$ cat src/rtl/beatmap_scroller_pkg.sv
// Shared types and constants for the beatmap scroller and its neighbours.
// One ROM row holds LANES note bits plus an end-of-song flag in the top bit.
package beatmap_pkg;

    localparam int unsigned LANES   = 4;
    localparam int unsigned ROW_W   = LANES + 1;
    localparam int unsigned END_BIT = LANES;

    typedef enum logic [2:0] {
        ST_IDLE,
        ST_WAIT_TICK,
        ST_FETCH,
        ST_LOAD,
        ST_DRAIN,
        ST_DONE
    } state_e;

    typedef struct packed {
        logic             end_flag;
        logic [LANES-1:0] notes;
    } rom_row_t;

    function automatic logic row_is_end(input logic [ROW_W-1:0] row);
        return row[END_BIT];
    endfunction

endpackage

$ cat src/rtl/beatmap_scroller_if.sv
// Beatmap ROM bus: address out from the scroller, row data back one cycle later.
interface beatmap_scroller_if
    import beatmap_pkg::*;
#(
    parameter int unsigned ADDR_W = 8
) ();

    logic [ADDR_W-1:0] rom_addr;
    logic [ROW_W-1:0]  rom_data;

    modport master (output rom_addr, input rom_data);
    modport slave  (input rom_addr, output rom_data);

endinterface

$ cat src/rtl/beatmap_scroller_edge.sv
// Rising-edge detector for a slow level sampled in the clk domain.
// Also used by the hit-judge stage.
module beat_edge_detect (
    input  logic clk,
    input  logic reset,
    input  logic in,
    output logic rise
);

    logic beat_q;

    always_ff @(posedge clk) begin
        if (reset) begin
            beat_q <= 1'b0;
        end else begin
            beat_q <= in;
        end
    end

    assign rise = in & ~beat_q;

endmodule

$ cat src/rtl/beatmap_scroller.sv
// Scrolls beatmap ROM rows into a DEPTH-row lane buffer, one row per beat edge,
// then drains the buffer with zero rows once the song ends.
module beatmap_scroller
    import beatmap_pkg::*;
#(
    parameter int unsigned DEPTH  = 8,
    parameter int unsigned ADDR_W = 8
) (
    input  logic                     clk,
    input  logic                     reset,
    input  logic                     beat_clk,
    input  logic                     start,
    input  logic                     pause,
    beatmap_scroller_if.master       rom,
    output logic [DEPTH*LANES-1:0]   lane_rows,
    output logic [LANES-1:0]         hit_row,
    output logic                     step_pulse,
    output logic                     busy,
    output logic                     done
);

    localparam int unsigned CNT_W = (DEPTH > 2) ? $clog2(DEPTH) : 1;

    state_e                 state_q, state_d;
    logic [ADDR_W-1:0]      addr_q, addr_d;
    logic [DEPTH*LANES-1:0] rows_q, rows_d;
    logic [CNT_W-1:0]       drain_q, drain_d;
    logic                   step_q, step_d;
    logic                   tick;
    logic                   beat_ok;
    rom_row_t               rom_row;

    beat_edge_detect u_edge (
        .clk   (clk),
        .reset (reset),
        .in    (beat_clk),
        .rise  (tick)
    );

    assign rom_row = rom_row_t'(rom.rom_data);
    assign beat_ok = tick & ~pause;

    always_comb begin
        state_d = state_q;
        addr_d  = addr_q;
        rows_d  = rows_q;
        drain_d = drain_q;
        step_d  = 1'b0;

        case (state_q)
            ST_IDLE, ST_DONE: begin
                if (start) begin
                    rows_d  = '0;
                    addr_d  = '0;
                    drain_d = '0;
                    state_d = ST_WAIT_TICK;
                end
            end
            ST_WAIT_TICK: begin
                if (beat_ok) begin
                    state_d = ST_FETCH;
                end
            end
            ST_FETCH: begin
                state_d = ST_LOAD;
            end
            ST_LOAD: begin
                step_d = 1'b1;
                if (row_is_end(rom.rom_data)) begin
                    rows_d  = {rows_q[(DEPTH-1)*LANES-1:0], {LANES{1'b0}}};
                    state_d = ST_DRAIN;
                end else begin
                    rows_d = {rows_q[(DEPTH-1)*LANES-1:0], rom_row.notes};
                    // The last ROM address ends the song instead of wrapping to 0.
                    if (addr_q == '1) begin
                        state_d = ST_DRAIN;
                    end else begin
                        addr_d  = addr_q + ADDR_W'(1);
                        state_d = ST_WAIT_TICK;
                    end
                end
            end
            ST_DRAIN: begin
                if (beat_ok) begin
                    rows_d  = {rows_q[(DEPTH-1)*LANES-1:0], {LANES{1'b0}}};
                    step_d  = 1'b1;
                    drain_d = drain_q + CNT_W'(1);
                    if (drain_q == CNT_W'(DEPTH - 2)) begin
                        state_d = ST_DONE;
                    end
                end
            end
            default: begin
                state_d = ST_IDLE;
            end
        endcase
    end

    always_ff @(posedge clk) begin
        if (reset) begin
            state_q <= ST_IDLE;
            addr_q  <= '0;
            rows_q  <= '0;
            drain_q <= '0;
            step_q  <= 1'b0;
        end else begin
            state_q <= state_d;
            addr_q  <= addr_d;
            rows_q  <= rows_d;
            drain_q <= drain_d;
            step_q  <= step_d;
        end
    end

    assign rom.rom_addr = addr_q;
    assign lane_rows    = rows_q;
    assign hit_row      = rows_q[(DEPTH-1)*LANES +: LANES];
    assign step_pulse   = step_q;
    assign busy         = (state_q != ST_IDLE) && (state_q != ST_DONE);
    assign done         = (state_q == ST_DONE);

endmodule
$ cat src/flat_wrapper.sv
// flat-port wrapper written by rule: the top's interface ports become plain ports
module beatmap_scroller_flat import beatmap_pkg::*;
#(
    parameter int unsigned DEPTH  = 8,
    parameter int unsigned ADDR_W = 8
)
  (clk, reset, beat_clk, start, pause, lane_rows, hit_row, step_pulse, busy, done, rom_rom_addr, rom_rom_data);
  beatmap_scroller_if #(.ADDR_W(ADDR_W)) rom_i ();
  input  logic clk;
  input  logic reset;
  input  logic beat_clk;
  input  logic start;
  input  logic pause;
  output logic [DEPTH*LANES-1:0] lane_rows;
  output logic [LANES-1:0] hit_row;
  output logic step_pulse;
  output logic busy;
  output logic done;
  output wire logic [$bits(rom_i.rom_addr)-1:0] rom_rom_addr;
  input wire logic [$bits(rom_i.rom_data)-1:0] rom_rom_data;
  assign rom_rom_addr = rom_i.rom_addr;
  assign rom_i.rom_data = rom_rom_data;
  beatmap_scroller #(.DEPTH(DEPTH), .ADDR_W(ADDR_W)) u_core (.clk(clk), .reset(reset), .beat_clk(beat_clk), .start(start), .pause(pause), .rom(rom_i), .lane_rows(lane_rows), .hit_row(hit_row), .step_pulse(step_pulse), .busy(busy), .done(done));
endmodule
$ cat config.mk
export PLATFORM = sky130hd
export DESIGN_NAME = beatmap_scroller_flat
export DESIGN_NICKNAME = d
export VERILOG_FILES = /design/src/rtl/beatmap_scroller_pkg.sv /design/src/rtl/beatmap_scroller_if.sv /design/src/rtl/beatmap_scroller_edge.sv /design/src/rtl/beatmap_scroller.sv /design/src/flat_wrapper.sv
export SDC_FILE = /design/constraint.sdc
export NUM_CORES = 1
export LEC_CHECK = 0
export CAP_MARGIN = 25
export CORE_MARGIN = 2
export CORE_UTILIZATION = 47
export CTS_CLUSTER_DIAMETER = 200
export DETAILED_ROUTE_END_ITERATION = 16
export PLACE_DENSITY = 0.85
export SLEW_MARGIN = 30
export SYNTH_ARGS = -nofsm -noshare
export SYNTH_HDL_FRONTEND = slang
export SYNTH_SLANG_ARGS = --single-unit
$ cat constraint.sdc
create_clock -name clk -period 2.1 [get_ports clk]
set_clock_uncertainty 0.2 [all_clocks]
set_input_delay 0.315 -clock clk [delete_from_list [all_inputs] [get_ports clk]]
set_output_delay 0.315 -clock clk [all_outputs]
set_load 0.05 [all_outputs]
==> results of run 1 <==
-- cells in the final DEF, fill, tap and decap left out, drive strengths merged, types with 2 or more instances in the layout --
cell type / Yosys / layout
dlymetal6s2s: 0 / 4
dfxtp: 48 / 48
buf: 15 / 14
a31oi: 2 / 2
nor2b: 3 / 3
nand2b: 2 / 2
and3: 5 / 5
nor2: 5 / 5
ha: 3 / 3
clkdlybuf4s50: 0 / 48
clkinv: 1 / 2
a2111o: 5 / 5
a21oi: 6 / 6
o2111ai: 4 / 4
nand2: 42 / 42
o32ai: 8 / 8
inv: 13 / 13
mux2i: 2 / 2
nand4: 2 / 2
nand3: 7 / 7
o22ai: 24 / 24
clkbuf: 7 / 6
o21ai: 6 / 6
-- cell families (layout without fill, tap and decap cells) --
group                      after synthesis  after routing
and+or+nand+nor                         73             73
xor gates and xnor gates                 1              1
muxes                                    2              2
AOI/OAI and AO/OA                       65             65
adders and majority gates                3              3
DFF                                     48             48
buffers and inverters                   36             89
-- power breakdown --
group	switching, mW	internal, mW	leakage, nW
Sequential	0.0102	0.915	0.387
Clock	0.312	0.390	0.0614
Combinational	0.100	0.0733	0.635
-- layer usage --
metal	up-vias	routed length [um]	track usage, %	share of wire (%)
met5	-	0	0	0
met4	0	79	7.05	1.6
met3	9	226	5.05	4.6
met2	54	2440	34.3	49
met1	903	2210	24.3	45
li1	927	-	-	-
-- area by class of cell --
class | count | area (um^2) | share of cell area [%]
flip-flops and latches | 48 | 961 | 34.0
multi-input cells | 144 | 921 | 32.6
repair buffers | 67 | 707 | 25.0
clock buffers | 6 | 82.6 | 2.92
well taps | 52 | 65.1 | 2.30
inverters | 14 | 52.6 | 1.86
clock inverters | 2 | 38.8 | 1.37
-- what timing repair did --
item	CTS	global route
setup endpoints to repair	1	4
gates resized for setup	1	4
endpoints found under the hold margin	0	0
-- how the worst min path moves through the flow --
stage / start / endpoint / slack [ns]
after floorplan: beat_clk / u_core.u_edge.beat_q / 0.24
after global placement: u_core.drain_q[0] / u_core.drain_q[0] / 0.26
after detailed placement: u_core.lane_rows[28] / u_core.lane_rows[28] / 0.28
after CTS: u_core.lane_rows[28] / u_core.lane_rows[28] / 0.30
after global routing: u_core.rom.rom_addr[7] / u_core.rom.rom_addr[7] / 0.32
final: u_core.lane_rows[28] / u_core.lane_rows[28] / 0.29
-- sequential cells by signal, summed over array words and instances (netlist names) --
signal / count
u_core.rom.rom_addr: 8
u_core.drain_q: 3
u_core.lane_rows: 32
u_core.state_q: 3
u_core.step_pulse: 1
u_core.u_edge.beat_q: 1
==> flow_metrics.py, run 1 <==
metrics = {
    "floorplan": {
        "die_width_um": 70.2,
        "core-area_um2": 4290,
        "die-height_um": 70.2,
        "die_area_um2": 4920,
        "initial_core_util_pct": 47.9,
        "rows": 24,
        "floorplan.io_pins": 57,
    },
    "timing": {
        "fin_ws_ns": 0.0671,
        "maxClockFrequency_ghz": 0.492,
        "max_slew_vio_count": 0,
        "setup_tns_ns": 0,
        "rsz0062_at_grt": "no",
        "worst_slew_margin_rel_pct": 65.2,
        "worstMarginPinSlew_ns": 0.521,
        "report.final.hold_viol_count": 0,
        "period_minus_slack_ns": 2.03,
        "holdWs_ns": 0.292,
        "timing.final.crit_share_pct": 96.8,
        "setup_violations": 0,
    },
    "setup_path": {
        "startpoint_of_the_worst_setup_timing_path": "u_core.rom.rom_addr[2]",
        "worst-r2r-setup-slack_ns": 0.19,
        "timing.critical_path.max_delay_family": "buffers and inverters",
        "timing.critical_path.to_type": "output pin",
        "worst_setup_path_endpoint": "rom_rom_addr[2]",
        "critPathSlowestCell": "sky130_fd_sc_hd__clkdlybuf4s50_1",
        "regToRegStartpoint": "u_core.state_q[2]",
        "arrival_time_reported_for_the_critical_path_endpoint_ns": 1.52,
        "critical_path_peak_fanout": 5,
        "critical_path_buf_inv_count": 1,
        "timing.reg2reg.worst_path_depth": 4,
        "timing.critical_path.cells": "clkdlybuf4s50_1",
        "critPathLaunchType": "flip-flop",
        "crit-reg2reg-capture": "u_core.state_q[0]",
        "worst_ep_required_time_ns": 1.58,
        "cpPeakStageDelay_ns": 0.82,
        "cp.depth": 1,
        "worstSetupPathType": "flip-flop to output pin",
    },
    "min_path": {
        "holdCritPathClass": "flip-flop to flip-flop",
        "worst_hold_path.num_cells": 2,
    },
    "grt": {
        "grt_start_max_net_pins": 33,
        "track_usage_pct": 20.0,
        "antenna_found_initial": 0,
        "first_global_vias": 1716,
        "grt_pass1_wl_um": 7900,
        "grt.overflow.total": 0,
    },
    "flow_run": {
        "cap_violations": 0,
    },
    "logic_synthesis": {
        "synth_simple_gate_area_share_pct": 17.0,
        "yosysMostFrequentCell": "sky130_fd_sc_hd__dfxtp_1",
        "synth_area_leaders": "sky130_fd_sc_hd__dfxtp_1, sky130_fd_sc_hd__nand2_1, sky130_fd_sc_hd__o22ai_1, sky130_fd_sc_hd__o32ai_1, sky130_fd_sc_hd__a2111o_1",
        "share_of_flip_flops_with_an_asynchronous_set_or_reset_after_synthesis_pct": 0,
        "synth_cell_types": 43,
        "synth_mux_area_share_pct": 0.973,
        "complex_gate_fraction_of_the_synthesized_area_pct": 23.8,
        "postSynthAreaPerCell_um2": 9.02,
        "syn-cell-area_um2": 2060,
        "number_of_synthesized_register_bits": 48,
        "synth-adder-area-share_pct": 1.82,
        "xor_xnor_cell_area_share_of_the_yosys_netlist_pct": 0.791,
        "synth_enable_flop_cells": 0,
        "synthFlopType": "sky130_fd_sc_hd__dfxtp_1",
        "sequential_fraction_of_the_synthesis_area_pct": 46.7,
        "yosysTopAreaCell": "sky130_fd_sc_hd__dfxtp_1",
        "synth_nets": 241,
        "synth_top_area_share_pct": 46.7,
        "synthCells": 228,
        "synth.yosys.warnings": 0,
        "synth_top_family_by_area": "compound AO/OA/AOI/OAI gates",
        "synth_top_cells_by_count": "sky130_fd_sc_hd__dfxtp_1, sky130_fd_sc_hd__nand2_1, sky130_fd_sc_hd__o22ai_1",
    },
    "clock_tree": {
        "cts_max_path_buffers": 2,
        "clock_tree_from_tritoncts": "yes",
        "cts_setup_buffers": 0,
        "clock_tree.root_cell": "sky130_fd_sc_hd__clkbuf_8",
        "clk_latency_ns": 0.30,
        "post_cts_hold_buffer_count": 0,
        "cts-htree-levels": 2,
        "clock_sinks": 48,
        "cts_inserted_buffers": 5,
        "cts.reportedPaths.clkPinSlew_ns": 0.09,
    },
    "placement": {
        "placed_cells_incl_taps": 325,
        "place_area_um2": 2700,
        "post_detail_place_hpwl_um": 3520,
        "place_worst_setup_slack_ns": -0.0604,
        "port-buffer-count": 56,
        "gp_weighted_congestion": 0.846,
    },
    "finish": {
        "filler_cell_count": 363,
        "count_of_placed_standard_cells_in_the_final_layout_fillers_left_out": 333,
        "num_antenna_cells": 0,
        "fin_util_pct": 65.9,
        "final_nets": 293,
        "area_growth_syn_to_layout_pct": 37.5,
        "share_of_cells_above_drive_strength_1_pct": 11.0,
        "finalInstanceArea_um2": 2830,
    },
    "route": {
        "drt_pre_antenna_iters": 4,
        "drt_wl_total_um": 4950,
        "route.vias.total": 1893,
        "drc": 0,
        "detail-route-antenna-nets": 0,
        "dr.first_iter.drc_count": 110,
        "vias_per_cell": 5.68,
        "detail_route.wl_per_cell_um": 14.9,
    },
    "power_and_ir_drop": {
        "maximum_resistive_drop_on_vdd_v": 0.000607,
        "leakagePower_nw": 1.08,
        "totalPowerFinal_mw": 1.80,
        "p_per_area_nw_per_um2": 637,
    },
    "run_status": {
        "run_status": "complete, no violations",
    },
}
No activity file was read; power rests on OpenSTA's default activity.
==> inputs of run 2 (changes only) <==
--- a/config.mk
+++ b/config.mk
@@ -10,7 +10,7 @@
 export CORE_UTILIZATION = 47
 export CTS_CLUSTER_DIAMETER = 200
 export DETAILED_ROUTE_END_ITERATION = 16
-export PLACE_DENSITY = 0.85
+export PLACE_DENSITY = 0.8
 export SLEW_MARGIN = 30
 export SYNTH_ARGS = -nofsm -noshare
 export SYNTH_HDL_FRONTEND = slang
==> run 2 against run 1 <==
Clock power decreased by 7.1%; clock-buffer cell count unchanged; register-to-register slack about the same; global-route usage increased by 0.25 points; non-clock buffer count increased by 2; routed wire length decreased by 0.20%; highest routed layer unchanged.
==> flow_metrics.py, run 2 (synthesis gave the netlist of run 1 again) <==
metrics = {
    "finish": {
        "mostFrequentLayoutCell": "sky130_fd_sc_hd__clkdlybuf4s50_1",
        "filler_cell_count": 380,
        "share_of_cells_above_drive_strength_1_pct": 11.0,
        "max_reg_flops": 32,
        "fin_util_pct": 66.0,
        "final_nets": 295,
        "area_growth_syn_to_layout_pct": 37.7,
        "layout.cells.most_common_list": "sky130_fd_sc_hd__clkdlybuf4s50_1, sky130_fd_sc_hd__dfxtp_1, sky130_fd_sc_hd__nand2_1, sky130_fd_sc_hd__o22ai_1, sky130_fd_sc_hd__inv_1",
        "num_antenna_cells": 0,
    },
    "power_and_ir_drop": {
        "p_per_area_nw_per_um2": 619,
        "leakagePower_nw": 1.08,
        "totalPowerFinal_mw": 1.75,
        "maximum_resistive_drop_on_vdd_v": 0.000516,
    },
    "route": {
        "drc": 0,
        "drt_pre_antenna_iters": 4,
        "route.vias.total": 1865,
        "detail-route-antenna-nets": 0,
        "vias_per_cell": 5.57,
        "detail_route.wl_per_cell_um": 14.7,
        "drt_wl_total_um": 4940,
        "dr.first_iter.drc_count": 78,
    },
    "grt": {
        "grt_pass1_wl_um": 7980,
        "met1_track_usage_gr_pct": 26.3,
        "groute.layer.met2.usage_pct": 32.4,
        "first_global_vias": 1714,
        "grt_most_used_layer": "met2",
        "track_usage_pct": 20.3,
        "grt_start_max_net_pins": 33,
        "antenna_found_initial": 0,
        "grtUsageMet3_pct": 7.22,
        "grt.overflow.total": 0,
    },
    "clock_tree": {
        "clock_tree_from_tritoncts": "yes",
        "clk_latency_ns": 0.30,
        "cts-htree-levels": 2,
        "clock_sinks": 48,
        "cts_max_path_buffers": 2,
        "cts.reportedPaths.clkPinSlew_ns": 0.08,
        "cts_inserted_buffers": 5,
        "clock_tree.root_cell": "sky130_fd_sc_hd__clkbuf_8",
    },
    "floorplan": {
        "initial_core_util_pct": 47.9,
        "die_area_um2": 4920,
        "rows": 24,
        "core-area_um2": 4290,
        "floorplan.io_pins": 57,
        "die-height_um": 70.2,
        "die_width_um": 70.2,
    },
    "setup_path": {
        "cpPeakStageDelay_ns": 0.83,
        "timing.critical_path.to_type": "output pin",
        "timing.critical_path.max_delay_family": "buffers and inverters",
        "critical_path_buf_inv_count": 1,
        "worst_ep_required_time_ns": 1.58,
        "critPathLaunchType": "flip-flop",
        "critical_path_peak_fanout": 5,
        "critPathSlowestCell": "sky130_fd_sc_hd__clkdlybuf4s50_1",
        "arrival_time_reported_for_the_critical_path_endpoint_ns": 1.54,
        "timing.critical_path.cells": "clkdlybuf4s50_1",
        "worstSetupPathType": "flip-flop to output pin",
    },
    "timing": {
        "maxClockFrequency_ghz": 0.486,
        "setup_violations": 0,
        "timing.final.crit_share_pct": 98.0,
        "rsz0062_at_grt": "no",
        "worst_slew_margin_rel_pct": 63.5,
        "setup_tns_ns": 0,
        "worstMarginPinSlew_ns": 0.546,
        "report.final.hold_viol_count": 0,
        "max_slew_vio_count": 0,
        "period_minus_slack_ns": 2.06,
    },
    "min_path": {
        "holdCritPathClass": "flip-flop to flip-flop",
    },
    "placement": {
        "gp_weighted_congestion": 0.809,
        "post_detail_place_hpwl_um": 3390,
        "port-buffer-count": 56,
    },
    "flow_run": {
        "cap_violations": 0,
    },
    "run_status": {
        "run_status": "complete, no violations",
    },
}
run 2: changes by cell type in the layout (fill, tap and decap cells not counted), sizes merged:
cell	before	now
dlygate4sd2	1	0
buf	14	15
clkdlybuf4s50	48	50
run 2: metrics by stage:
step,setup WS [ns],instance area [um^2],std cells,hold slack (ns)
CTS,0.0215,2820,335,0.296
global placement,-0.0508,2720,327,0.261
finish,0.0427,2830,335,0.296
detailed placement,-0.0944,2720,327,0.281
global route,0.0185,2830,335,0.319
floorplan,0.218,2060,228,0.243
run 2: per-layer routing:
metal  vias up  wire [um]
li1        930          -
met1       878       2230
met2        52       2340
met3         5        325
met4         0         44
met5         -          0
run 2: what timing repair did:
action | CTS | global route
setup endpoints to repair | 0 | 4
buffers inserted | 0 | 0
hold buffers | 0 | 0
gates resized for setup | 0 | 4
run 2: path summary, 6_finish.rpt:
check / slack (ns) / end / start / cells after the start
worst max-delay path: 0.04 / rom_rom_addr[1] / u_core.rom.rom_addr[1] / 1
worst min-delay path: 0.30 / u_core.lane_rows[28] / u_core.lane_rows[28] / 2
worst max register to register: 0.20 / u_core.state_q[0] / u_core.state_q[2] / 4
worst min register to register: 0.30 / u_core.lane_rows[28] / u_core.lane_rows[28] / 2
run 2: where the power goes:
part           internal, mW  switching (mW)  leakage (nW)
Combinational        0.0764           0.101         0.639
Sequential            0.915         0.00817         0.387
Clock                 0.353           0.299        0.0552
Total                  1.35           0.408          1.08
run 2: final cells by class:
type                       instances  area (um^2)  share of cell area [%]
clock buffer                       6         72.6                    2.56
clock inverter                     2         35.0                    1.24
inverter                          14         52.6                    1.86
multi-input combinational        144          921                    32.5
sequential                        48          961                    33.9
tap                               52         65.1                    2.30
timing repair buffer              69          726                    25.6
==> inputs of run 3 (changes only) <==
--- a/config.mk
+++ b/config.mk
@@ -5,12 +5,12 @@
 export SDC_FILE = /design/constraint.sdc
 export NUM_CORES = 1
 export LEC_CHECK = 0
-export CAP_MARGIN = 25
 export CORE_MARGIN = 2
-export CORE_UTILIZATION = 47
+export CORE_UTILIZATION = 43
 export CTS_CLUSTER_DIAMETER = 200
 export DETAILED_ROUTE_END_ITERATION = 16
-export PLACE_DENSITY = 0.8
+export PLACE_DENSITY = 0.74
+export SETUP_SLACK_MARGIN = 0.4
 export SLEW_MARGIN = 30
 export SYNTH_ARGS = -nofsm -noshare
 export SYNTH_HDL_FRONTEND = slang
==> run 3 against run 2 <==
Die area grew 8.8%; clock power rose by 3%; first-iteration DRC count grew 15%; critical endpoint is now done; combinational power up 15%; routed wire length increased by 4.0%; non-clock buffer count is 8 higher; design area rose by 3.4%; sequential share of layout area decreased by 0.36 points; setup slack gained 0.34 ns; critical path type unchanged.
==> flow_metrics.py, run 3 (synthesis gave the netlist of run 1 again) <==
metrics = {
    "run_status": {
        "run_status": "complete, no violations",
    },
    "floorplan": {
        "die_area_um2": 5350,
        "rows": 25,
        "die-height_um": 73.2,
        "core-area_um2": 4660,
        "die_width_um": 73.2,
        "initial_core_util_pct": 44.1,
        "floorplan.io_pins": 57,
    },
    "route": {
        "vias_per_cell": 5.67,
        "route.vias.total": 1961,
        "drt_pre_antenna_iters": 4,
        "detail_route.wl_per_cell_um": 14.8,
        "dr.first_iter.drc_count": 90,
        "drt_wl_total_um": 5130,
        "detail-route-antenna-nets": 0,
        "drc": 0,
    },
    "power_and_ir_drop": {
        "p_per_area_nw_per_um2": 614,
        "maximum_resistive_drop_on_vdd_v": 0.000442,
        "leakagePower_nw": 1.16,
        "totalPowerFinal_mw": 1.80,
    },
    "grt": {
        "track_usage_pct": 18.7,
        "antenna_found_initial": 0,
        "grt_start_max_net_pins": 33,
        "grt.overflow.total": 0,
        "grt_pass1_wl_um": 7940,
        "first_global_vias": 1741,
    },
    "clock_tree": {
        "clock_tree.root_cell": "sky130_fd_sc_hd__clkbuf_8",
        "cts-htree-levels": 2,
        "cts.reportedPaths.clkPinSlew_ns": 0.10,
        "cts_inserted_buffers": 5,
        "clk_latency_ns": 0.30,
        "clock_tree_from_tritoncts": "yes",
        "clock_sinks": 48,
        "cts_max_path_buffers": 2,
    },
    "setup_path": {
        "arrival_time_reported_for_the_critical_path_endpoint_ns": 1.20,
        "timing.critical_path.max_delay_family": "flip-flops",
        "critical_path_peak_fanout": 8,
        "timing.critical_path.cells": "buf_6, and3_4, buf_12",
        "critPathSlowestCell": "sky130_fd_sc_hd__dfxtp_4",
        "worst_ep_required_time_ns": 1.58,
        "critPathLaunchType": "flip-flop",
        "worstSetupPathType": "flip-flop to output pin",
        "critical_path_buf_inv_count": 2,
        "cpPeakStageDelay_ns": 0.43,
        "timing.critical_path.to_type": "output pin",
    },
    "flow_run": {
        "cap_violations": 0,
    },
    "placement": {
        "place_worst_setup_slack_ns": -0.105,
        "port-buffer-count": 56,
        "gp_weighted_congestion": 0.818,
        "post_detail_place_hpwl_um": 3380,
        "placed_cells_incl_taps": 328,
    },
    "timing": {
        "maxClockFrequency_ghz": 0.583,
        "period_minus_slack_ns": 1.72,
        "rsz0062_at_grt": "yes",
        "fin_ws_ns": 0.384,
        "report.final.hold_viol_count": 0,
        "worst_slew_margin_rel_pct": 66.5,
        "max_slew_vio_count": 0,
        "worstMarginPinSlew_ns": 0.505,
        "timing.final.crit_share_pct": 81.7,
        "setup_violations": 0,
    },
    "min_path": {
        "holdCritPathClass": "input pin to flip-flop",
    },
    "finish": {
        "share_of_cells_above_drive_strength_1_pct": 29.5,
        "layout.cells.most_common_list": "sky130_fd_sc_hd__nand2_1, sky130_fd_sc_hd__dfxtp_1, sky130_fd_sc_hd__o22ai_1, sky130_fd_sc_hd__clkbuf_2",
        "num_antenna_cells": 0,
        "count_of_placed_standard_cells_in_the_final_layout_fillers_left_out": 346,
        "max_reg_flops": 32,
        "area_growth_syn_to_layout_pct": 42.5,
        "mostFrequentLayoutCell": "sky130_fd_sc_hd__nand2_1",
        "final_nets": 304,
        "filler_cell_count": 398,
    },
}
==> run 3: stage by stage <==
stage	area (um^2)	hold WS, ns	TNS, ns	utilization [%]
floorplan	2070	0.243	0	-
CTS	2940	0.287	0	63.0
finish	2930	0.0981	0	62.9
detailed placement	2720	0.273	-0.339	58.4
global route	2930	0.117	0	62.9
global placement	2720	0.254	-0.156	58.4
==> run 3: where the power goes <==
| group | switching [mW] | internal (mW) |
|---|---|---|
| combinational | 0.111 | 0.0942 |
| clock | 0.317 | 0.354 |
| sequential | 0.0113 | 0.912 |
==> run 3: worst paths after layout <==
check             slack (ns)  depth (start not counted)                      to                    from
setup reg to reg        0.39                          6  u_core.rom.rom_addr[0]       u_core.state_q[0]
hold / removal           0.1                          2    u_core.u_edge.beat_q                beat_clk
hold reg to reg         0.29                          2  u_core.rom.rom_addr[7]  u_core.rom.rom_addr[7]
setup / recovery        0.38                          3                    done       u_core.state_q[0]
==> run 3: area by class of cell <==
cell class                 instances  area (um^2)  share of cell area [%]
sequential                        48          983                    33.6
timing repair buffer              77          687                    23.4
clock buffer                       5         68.8                    2.35
multi-input combinational        145         1020                    34.9
clock inverter                     3         41.3                    1.41
inverter                          14         58.8                    2.01
tap                               54         67.6                    2.31
==> run 3: per-layer routing <==
layer	vias up	routed length [um]	global-route usage, %	share of wire (%)
met5	-	0	0	0
met4	0	82	5.76	1.6
met3	9	336	6.22	6.5
met2	60	2420	29.8	47
met1	933	2290	24.1	45
li1	959	-	-	-
==> run 3: what timing repair did <==
item,CTS,global route
gates cloned,1,0
buffers inserted,4,5
gates resized for setup,87,50
hold buffers,0,0
pin swaps,1,4
endpoints found under the setup margin,87,68
